[config.mk]
export PLATFORM = sky130hd
export DESIGN_NAME = mult_rr_arbiter
export DESIGN_NICKNAME = d
export VERILOG_FILES = /design/src/rtl/mult_rr_arbiter.sv
export SDC_FILE = /design/constraint.sdc
export NUM_CORES = 1
export LEC_CHECK = 0
export CAP_MARGIN = 30
export CORE_AREA = 3 3 55 57
export CTS_BUF_LIST = sky130_fd_sc_hd__clkbuf_4 sky130_fd_sc_hd__clkbuf_8
export DETAILED_ROUTE_END_ITERATION = 12
export DIE_AREA = 0 0 58 60
export PLACE_DENSITY = 0.85
export SYNTH_ARGS = -nofsm -noshare
export SYNTH_HDL_FRONTEND = slang
export SYNTH_SLANG_ARGS = --single-unit
[constraint.sdc]
create_clock -name clk -period 7.39 [get_ports clk]
set_input_delay 1.478 -clock clk [delete_from_list [all_inputs] [get_ports clk]]
set_output_delay 1.478 -clock clk [all_outputs]
set_load 0.1 [all_outputs]
[src/rtl/mult_rr_arbiter.sv]
// Unsigned N x N -> 2N array multiplier built from unrolled shift-and-add rows.
// Latency: combinational.
// Backpressure: none; the output follows the operands directly.
module array_multiplier_Nbit #(
  parameter int N = 4
) (
  input  logic [N-1:0]   a,
  input  logic [N-1:0]   b,
  output logic [2*N-1:0] p
);

  logic [2*N-1:0] acc;

  always_comb begin
    acc = '0;
    for (int i = 0; i < N; i++) begin
      if (b[i]) acc = acc + ({{N{1'b0}}, a} << i);
    end
  end

  assign p = acc;

endmodule

// Two-requester round-robin front-end around one shared combinational multiplier.
// Latency: operands accepted at edge k give rsp_valid after edge k+1.
// Backpressure: the response is held until rsp_ready; no operands are accepted meanwhile.
module mult_rr_arbiter #(
  parameter int N = 4
) (
  input  logic           clk,
  input  logic           rst_n,
  input  logic           req0_valid,
  output logic           req0_ready,
  input  logic [N-1:0]   req0_a,
  input  logic [N-1:0]   req0_b,
  input  logic           req1_valid,
  output logic           req1_ready,
  input  logic [N-1:0]   req1_a,
  input  logic [N-1:0]   req1_b,
  output logic           rsp_valid,
  input  logic           rsp_ready,
  output logic [2*N-1:0] rsp_p,
  output logic           rsp_id,
  output logic           busy
);

  typedef enum logic [1:0] {
    IDLE = 2'd0,
    CALC = 2'd1,
    DONE = 2'd2
  } state_t;

  state_t         state;
  logic           ptr;
  logic [N-1:0]   op_a;
  logic [N-1:0]   op_b;
  logic           op_id;
  logic           gnt0;
  logic           gnt1;
  logic [2*N-1:0] prod;

  // ptr only breaks ties; a lone valid requester is always granted.
  assign gnt0 = req0_valid && (!req1_valid || !ptr);
  assign gnt1 = req1_valid && (!req0_valid || ptr);

  assign req0_ready = (state == IDLE) && gnt0;
  assign req1_ready = (state == IDLE) && gnt1;
  assign busy       = (state != IDLE);

  array_multiplier_Nbit #(.N(N)) u_mul (
    .a (op_a),
    .b (op_b),
    .p (prod)
  );

  always_ff @(posedge clk or negedge rst_n) begin
    if (!rst_n) begin
      state     <= IDLE;
      ptr       <= 1'b0;
      op_a      <= '0;
      op_b      <= '0;
      op_id     <= 1'b0;
      rsp_valid <= 1'b0;
      rsp_p     <= '0;
      rsp_id    <= 1'b0;
    end else begin
      case (state)
        IDLE: begin
          if (req0_valid && req0_ready) begin
            op_a  <= req0_a;
            op_b  <= req0_b;
            op_id <= 1'b0;
            ptr   <= 1'b1;
            state <= CALC;
          end else if (req1_valid && req1_ready) begin
            op_a  <= req1_a;
            op_b  <= req1_b;
            op_id <= 1'b1;
            ptr   <= 1'b0;
            state <= CALC;
          end
        end
        CALC: begin
          rsp_p     <= prod;
          rsp_id    <= op_id;
          rsp_valid <= 1'b1;
          state     <= DONE;
        end
        DONE: begin
          // rsp_p and rsp_id keep their last values after the handshake.
          if (rsp_ready) begin
            rsp_valid <= 1'b0;
            state     <= IDLE;
          end
        end
        default: state <= IDLE;
      endcase
    end
  end

endmodule

==> results.json <==
{
  "status": "completed",
  "hp-class": "flip-flop to flip-flop",
  "first_global_vias": 1409,
  "cts_root_buf": "clkbuf_4",
  "use_met2_pct": 41.8,
  "cts_buffers": 3,
  "cts_tree": "done",
  "cp_data_arrival_time_ns": 3.78,
  "cp_top_family": "buffers and inverters",
  "fp.dieH_um": 60,
  "antenna_found_initial": 0,
  "netlist_instances": 166,
  "worst_slew_pin_slew_ns": 1.00,
  "crit_chain": "clkdlybuf4s50_1, nand2_1, nand3_1, inv_1, clkdlybuf4s50_1",
  "viasPerCell": 5.86,
  "htree_levels": 1,
  "critPathBufInv": 3,
  "grt_use_met3_pct": 4.32,
  "route.detailed.drc": 0,
  "synth_cell_types": 35,
  "synth_flop_cell": "dfrtp_1",
  "slowest_delay_ns": 1.16,
  "crit_type": "input port to primary output",
  "path_max_fanout": 15,
  "synthTopCellsByArea": "dfrtp_1, ha_1, nand2_1, fa_1, nor2_1",
  "grt-ovfl-total": 0,
  "r2r_slack_ns": 3.46,
  "drtAntennaViolNets": 0,
  "grt_pass1_wl_mm": 5.91,
  "nNetsFinal": 236,
  "final_util_pct": 71.6,
  "totalWireLength_mm": 3.62,
  "post-route-period-util_pct": 71.1,
  "setup_viol": 0,
  "hold_slack_ns": 0.488,
  "ys_ff_latch": 22,
  "io_pins": 34,
  "clock-sinks": 22,
  "ys_warn_count": 0,
  "place_hpwl_mm": 2.90,
  "async_reset_ff_share_pct": 100,
  "clock_path_buffers": 2,
  "use_met1_pct": 24.3,
  "max_slew_margin_pct": 32.9,
  "clock_skew_ns": 0.00429,
  "crit_top_cell": "clkdlybuf4s50_1",
  "cts-resized-gates": 0,
  "num_antenna_cells": 0,
  "via_count": 1342,
  "die_w_um": 58,
  "syn_avg_cell_area_um2": 8.55,
  "placementRows": 18,
  "syn_to_final_growth_pct": 27.2,
  "clk_pin_slew_ns": 0.11,
  "firstDrtPassIters": 4,
  "grtUsageTotal_pct": 22.2,
  "wl_per_cell_um": 15.8,
  "placed_cell_area_um2": 1770,
  "max_cap_violations": 0,
  "yosysTopAreaCell": "dfrtp_1",
  "portBuffers": 33,
  "syn_area_um2": 1420,
  "cp-start-kind": "input port",
  "tns_ns": 0,
  "die_area_um2": 3480,
  "rsz0062_at_grt": "false",
  "cts_setup_buffers": 0,
  "crit_path_end_kind": "primary output",
  "cp_data_required_time_ns": 5.91,
  "syn_nets": 201,
  "synth_edf_count": 0,
  "finalMaxSlewViolations": 0,
  "hold_violations": 0,
  "synth_top_area_share_pct": 38.8,
  "crit_path_start": "req1_valid",
  "fin_area_um2": 1810,
  "hp-start": "rsp_p[0]",
  "clk_latency_ns": 0.30,
  "postCtsHoldBufs": 0,
  "grt_busiest_layer": "met2",
  "critPathSlowestCell": "clkdlybuf4s50_1",
  "period_minus_slack_ns": 5.25,
  "regToRegStartpoint": "op_b[0]",
  "ys_seq_area_share_pct": 38.8,
  "drive_above_1_share_pct": 4.02,
  "fmax_mhz": 190,
  "start_util_pct": 56.3,
  "grt_max_degree": 23,
  "drt_iter0_drc": 70,
  "core_area_um2": 2520,
  "globalplace.congestion": 0.904
}
-- routing by layer --
| metal | part of all wire, % | up-vias | wire, µm |
|---|---|---|---|
| li1 | - | 637 | - |
| met4 | 1.7 | 0 | 61 |
| met5 | 0 | - | 0 |
| met3 | 7.8 | 8 | 282 |
| met2 | 52 | 70 | 1870 |
| met1 | 39 | 627 | 1400 |
-- flip-flops by register name, summed over array words and instances (netlist names) --
name / cells
rsp_id: 1
state: 2
rsp_valid: 1
op_b: 4
rsp_p: 8
op_a: 4
op_id: 1
ptr: 1
-- Yosys cell counts, types with 3 or more instances --
| cell type | number |
|---|---|
| a21oi_1 | 10 |
| a22oi_1 | 3 |
| a31oi_1 | 8 |
| dfrtp_1 | 22 |
| fa_1 | 3 |
| ha_1 | 11 |
| inv_1 | 12 |
| mux2i_1 | 3 |
| nand2_1 | 35 |
| nand2b_1 | 4 |
| nand3_1 | 5 |
| nor2_1 | 15 |
| o21ai_0 | 9 |
-- tightest hold or removal path, cell delays in order (launching register included) --
cell,delay (ns)
dfrtp_1,0.36
nand2_1,0.05
nand2_1,0.05
-- metrics by stage --
| stage | instances | setup WS (ns) |
|---|---|---|
| floorplan | 166 | 3.58 |
| global placement | 225 | 2.22 |
| detailed placement | 225 | 2.15 |
| CTS | 228 | 2.14 |
| global route | 229 | 2.03 |
| finish | 229 | 2.14 |
-- cell families after synthesis --
logic type / Yosys count / share of synthesized area [%]
xor+xnor: 3 / 1.85
fa+ha+maj: 15 / 14.6
flops: 22 / 38.8
simple gates: 67 / 20.8
buf+inv: 17 / 4.76
compound gates: 39 / 17.0
mux: 3 / 2.12
-- cell usage in the layout (no fill, tap or decap), types with 4 or more instances in the layout --
cell type	count
nand2_1	35
clkdlybuf4s50_1	33
dfrtp_1	22
nor2_1	15
inv_1	12
ha_1	11
a21oi_1	10
o21ai_0	9
a31oi_1	8
nand3_1	5
nand2b_1	4
-- cell type report --
cell class                      instances  area (µm²)
Clock buffer                            3        22.5
Fill cell                             209         717
Inverter                               13        48.8
Multi-Input combinational cell        127         801
Sequential cell                        22         551
Tap cell                               30        37.5
Timing Repair Buffer                   34         345
-- path summary, 6_finish.rpt --
path / end / cells past startpoint
setup reg to reg: rsp_p[6] / 18
setup / recovery: req0_ready / 5
min in group asynchronous: rsp_p[4] / 1
max in group asynchronous: rsp_p[1] / 2
hold reg to reg: rsp_p[0] / 2
hold / removal: rsp_p[0] / 2
Power is not shown: default switching activity piles up to over one toggle a cycle in this logic, so the estimate is an artifact.
